--- config.mk ---
export PLATFORM = sky130hd
export DESIGN_NAME = instruction_fetch
export DESIGN_NICKNAME = d
export VERILOG_FILES = /design/src/rtl/instruction_fetch.sv
export SDC_FILE = /design/constraint.sdc
export NUM_CORES = 1
export LEC_CHECK = 0
export BUFFER_PORTS_ARGS = -buffer_cell sky130_fd_sc_hd__buf_2
export CORE_MARGIN = 2
export CORE_UTILIZATION = 38
export DETAILED_ROUTE_END_ITERATION = 16
export PLACE_DENSITY_LB_ADDON = 0.08
export REMOVE_ABC_BUFFERS = 1
export SETUP_SLACK_MARGIN = 0.1
export SLEW_MARGIN = 10
export SYNTH_ARGS = -nofsm -noshare
export SYNTH_HDL_FRONTEND = slang
export SYNTH_SLANG_ARGS = --single-unit
export TNS_END_PERCENT = 100
--- constraint.sdc ---
create_clock -name clk -period 2.2 [get_ports clk]
set_input_delay 0.11 -clock clk [delete_from_list [all_inputs] [get_ports clk]]
set_output_delay 0.11 -clock clk [all_outputs]
set_load 0.01 [all_outputs]
--- src/rtl/instruction_fetch.sv ---
// Fetch stage: owns the PC, drives instruction memory, and streams one word per
// cycle to decode with a one-entry hold buffer that absorbs decode stalls.
module instruction_fetch #(
    parameter int          ADDR_WIDTH = 16,
    parameter logic [15:0] RESET_PC   = 16'h0000,
    parameter logic [31:0] NOP_INSTR  = 32'h00000013
) (
    input  logic                  clk,
    input  logic                  rst,
    input  logic                  i_stall,
    input  logic                  i_redirect,
    input  logic [ADDR_WIDTH-1:0] i_redirect_pc,
    output logic [ADDR_WIDTH-1:0] o_imem_addr,
    input  logic [31:0]           i_imem_data,
    output logic                  o_valid,
    output logic [ADDR_WIDTH-1:0] o_pc,
    output logic [ADDR_WIDTH-1:0] o_pc_plus4,
    output logic [31:0]           o_instr
);

    localparam logic [ADDR_WIDTH-1:0] PC_STEP  = ADDR_WIDTH'(32'd4);
    localparam logic [ADDR_WIDTH-1:0] PC_ZERO  = ADDR_WIDTH'(32'd0);
    localparam logic [ADDR_WIDTH-1:0] PC_RESET = ADDR_WIDTH'(RESET_PC);

    logic [ADDR_WIDTH-1:0] fetch_pc_q, fetch_pc_d;
    logic                  resp_pend_q, resp_pend_d;
    logic [ADDR_WIDTH-1:0] resp_pc_q, resp_pc_d;
    logic                  hold_valid_q, hold_valid_d;
    logic [ADDR_WIDTH-1:0] hold_pc_q, hold_pc_d;
    logic [31:0]           hold_instr_q, hold_instr_d;

    logic [ADDR_WIDTH-1:0] redirect_addr_s;
    logic [ADDR_WIDTH-1:0] src_pc_s;
    logic [31:0]           src_instr_s;
    logic                  valid_s;
    logic                  stall_s;

    // Output selection: the hold buffer wins over the live memory response.
    always_comb begin
        redirect_addr_s = {i_redirect_pc[ADDR_WIDTH-1:2], 2'b00};
        valid_s         = (hold_valid_q | resp_pend_q) & ~i_redirect & ~rst;
        stall_s         = valid_s & i_stall;
        if (rst) begin
            o_imem_addr = fetch_pc_q;
        end else if (i_redirect) begin
            o_imem_addr = redirect_addr_s;
        end else begin
            o_imem_addr = fetch_pc_q;
        end
        if (hold_valid_q) begin
            src_pc_s    = hold_pc_q;
            src_instr_s = hold_instr_q;
        end else begin
            src_pc_s    = resp_pc_q;
            src_instr_s = i_imem_data;
        end
        o_valid = valid_s;
        if (valid_s) begin
            o_pc       = src_pc_s;
            o_pc_plus4 = src_pc_s + PC_STEP;
            o_instr    = src_instr_s;
        end else begin
            o_pc       = PC_ZERO;
            o_pc_plus4 = PC_STEP;
            o_instr    = NOP_INSTR;
        end
    end

    // Next-state: redirect flushes everything, a stall parks the current word
    // in hold (once), otherwise the next address is issued.
    always_comb begin
        fetch_pc_d   = fetch_pc_q;
        resp_pend_d  = resp_pend_q;
        resp_pc_d    = resp_pc_q;
        hold_valid_d = hold_valid_q;
        hold_pc_d    = hold_pc_q;
        hold_instr_d = hold_instr_q;
        if (i_redirect) begin
            resp_pend_d  = 1'b1;
            resp_pc_d    = redirect_addr_s;
            fetch_pc_d   = redirect_addr_s + PC_STEP;
            hold_valid_d = 1'b0;
        end else if (stall_s) begin
            resp_pend_d = 1'b0;
            if (!hold_valid_q) begin
                hold_valid_d = 1'b1;
                hold_pc_d    = resp_pc_q;
                hold_instr_d = i_imem_data;
            end else begin
                hold_valid_d = 1'b1;
            end
        end else begin
            resp_pend_d  = 1'b1;
            resp_pc_d    = fetch_pc_q;
            fetch_pc_d   = fetch_pc_q + PC_STEP;
            hold_valid_d = 1'b0;
        end
    end

    // State registers with synchronous reset.
    always_ff @(posedge clk) begin
        if (rst) begin
            fetch_pc_q   <= PC_RESET;
            resp_pend_q  <= 1'b0;
            resp_pc_q    <= PC_ZERO;
            hold_valid_q <= 1'b0;
            hold_pc_q    <= PC_ZERO;
            hold_instr_q <= 32'd0;
        end else begin
            fetch_pc_q   <= fetch_pc_d;
            resp_pend_q  <= resp_pend_d;
            resp_pc_q    <= resp_pc_d;
            hold_valid_q <= hold_valid_d;
            hold_pc_q    <= hold_pc_d;
            hold_instr_q <= hold_instr_d;
        end
    end

endmodule
==> results.cfg <==
[run_status]
outcome = finished with violations
violations = negative setup slack

[final_layout]
num-fill-cells = 1163
fin_nets = 800
regArea_um2 = 1570
syn_to_final_growth_pct = 36.1
final_cells = 898
drive_above_1_share = 0.300
diodes = 0
multiInputGateArea_um2 = 2950

[pwr]
powerDensity_nw_per_um2 = 592
internal_power_mw = 2.75
seq_power_share = 0.414
switching_power_mw = 1.01
pwr-share-comb = 0.178
power.leakage_nw = 2.79
peakVddDrop_mv = 0.330
switching_share = 0.268
p_clk_frac = 0.407

[placement]
hpwl_um = 8510
portBuffers = 128
post-place-ws_ns = 0.160
place_congestion = 0.805
place_inst = 831

[clock_network]
path_clk_slew_ns = 0.06
cts_tree = done
numCtsBuffers = 9
htreeDepth = 3
clockRootBuffer = clkbuf_16
clk_latency_ns = 0.33
clkSinkCount = 78
clk_path_buf_depth = 2

[sta]
fin_crit_sh = 1.02
fin_hold_ws_ns = 0.0125
rsz0062_at_grt = true
setup_ws_ns = -0.0391
tightestPinTransition_ns = 0.881
slew_violations = 0
skew_ns = 0.00707
period_needed_ns = 2.24
max_slew_margin = 0.411
fmax_mhz = 447
hold_violations = 0
setup_viol = 4

[worst_setup_path]
end_kind = output pin
rrSetupSlack_ns = 0.18
crit_type = flip-flop to output pin
cp-start-kind = flip-flop
worst-path-max-fanout = 6
reg2reg_to = fetch_pc_q[14]
r2r_start = hold_valid_q
cp.required_ns = 2.09
r2r_cells = 9
crit_arrival_ns = 2.13

[hold_path]
min_to = hold_instr_q[4]
holdCritStartpoint = i_imem_data[4]
worst_hold_path.num_cells = 2
min-delay-path-class = input port to flip-flop

[flow_run]
max-cap-violations = 0

[logic_synthesis]
synthCells = 587
avgSynthCellArea_um2 = 7.95
synth_cell_types = 51
synth_area_um2 = 4660
yosysTopAreaCell = dfxtp_1
ys_ff_latch = 78
synth-seq-area-share = 0.335
synth_top_area_frac = 0.335
yosysWarnings = 0
synth_area_leaders = dfxtp_1 33%, mux2i_1 13%, nand2_1 8.7%, nand3b_1 6.3%, nor2_1 6.3%

[floorplanning]
start_util = 0.388
core_um2 = 12000
num_rows = 40
pin_count = 133
dieArea_um2 = 13200
die_w_um = 115
die_y_um = 115

[route]
wl_um = 13200
drc_errors = 0
drtIter0Drc = 223
routedWlPerCell_um = 14.7
vias_per_cell = 5.07
antenna_left = 0
dr_total_vias = 4554
firstDrtPassIters = 4

[grt]
antenna_found_initial = 0
grt_max_degree = 75
grt_pass1_wl_um = 20900
overflow = 0
grt_usage = 0.198
grt_pass1_vias = 4350
==> worst max-delay path by stage <==
stage | slack (ns) | end | startpoint | cells past startpoint
finish | -0.04 | o_pc_plus4[15] | hold_valid_q | 7
global route | -0.17 | o_pc_plus4[13] | hold_valid_q | 7
CTS | -0.05 | o_pc_plus4[15] | hold_valid_q | 7
detailed placement | 0.16 | o_pc_plus4[3] | hold_valid_q | 4
global placement | 0.20 | o_pc_plus4[3] | hold_valid_q | 4
floorplan | -1.97 | hold_instr_q[0] | hold_valid_q | 6
==> power by group through the flow <==
stage	registers, mW	logic (mW)	clock network [mW]
floorplan	1.57	0.334	0
global placement	1.58	0.571	0
detailed placement	1.58	0.582	0
CTS	1.55	0.657	1.57
global route	1.57	0.741	1.62
finish	1.56	0.670	1.53
==> repair_timing <==
item                                    in CTS  in global routing
hold buffers                                31                  0
endpoints found under the hold margin       31                  0
resized for setup                           14                 21
buffers inserted                            13                  4
gates cloned                                 2                  1
endpoints found under the setup margin      41                 55
pin swaps                                   10                 11
==> through the flow <==
step	utilization	setup TNS [ns]	area [um2]	power (mW)
floorplan	-	-201.59	4400	1.91
global placement	0.452	0	5430	2.15
detailed placement	0.452	0	5430	2.16
CTS	0.518	-0.142	6220	3.78
global route	0.528	-0.918	6350	3.93
finish	0.528	-0.108	6350	3.76
==> critical path, stage by stage, from the launching register on <==
cell       delay, ns
dfxtp_4         0.38
buf_6           0.13
nand3b_1        0.23
a2111oi_4       0.49
nand4_1         0.19
xnor2_1         0.18
nor2_1          0.05
buf_2           0.15
==> final cells by class <==
type	instances	area share
multi-input cells	453	0.465
flip-flops and latches	78	0.247
repair buffers	194	0.204
clock buffers	11	0.0398
well taps	147	0.0290
clock inverters	5	0.00907
inverters	10	0.00631
==> synth_stat cells (all sizes together) <==
cell type / number
a2111oi: 1
a211oi: 13
a21boi: 1
a21o: 2
a21oi: 23
a221o: 1
a22o: 2
a22oi: 3
a31oi: 1
and2: 4
and3: 5
and3b: 1
buf: 29
clkbuf: 21
conb: 1
dfxtp: 78
ha: 2
inv: 10
mux2: 15
mux2i: 61
nand2: 108
nand2b: 4
nand3: 13
nand3b: 39
nand4: 8
nand4b: 6
nor2: 79
nor2b: 4
nor3: 9
nor4: 4
o21ai: 7
o21bai: 1
o22ai: 1
o31ai: 7
o41ai: 2
or2: 1
or3: 2
or4: 1
xnor2: 10
xor2: 7
==> routing by layer <==
layer	up-vias	wire, um	GRT usage
li1	2331	-	-
met1	2068	6120	0.262
met2	131	6110	0.325
met3	24	654	0.0295
met4	0	345	0.0795
met5	-	0	0
==> sequential cells by signal, summed over array words and instances, names as in the netlist <==
register,count
resp_pend_q,1
hold_instr_q,32
hold_pc_q,16
resp_pc_q,14
hold_valid_q,1
fetch_pc_q,14
==> cell usage in the layout (no fill, tap or decap), drive strengths merged, types with 11 or more instances in the layout <==
cell	netlist	layout
nor2	79	79
dlygate4sd3	0	31
mux2i	61	61
nand3	13	13
mux2	15	15
nand2	108	108
buf	29	163
a211oi	13	13
nand3b	39	39
a21oi	23	23
dfxtp	78	78
clkbuf	21	11
==> cell families (layout without fill, tap and decap cells) <==
family | count (synthesis) | after routing | share of synthesized area
buf+inv | 60 | 220 | 0.0655
mux | 76 | 76 | 0.168
xor+xnor | 17 | 17 | 0.0319
simple gates | 288 | 288 | 0.296
flops | 78 | 78 | 0.335
fa+ha+maj | 2 | 2 | 0.00536
compound gates | 65 | 68 | 0.0976
other cells | 1 | 2 | 0.000804
Power figures use the tool's default switching activity.
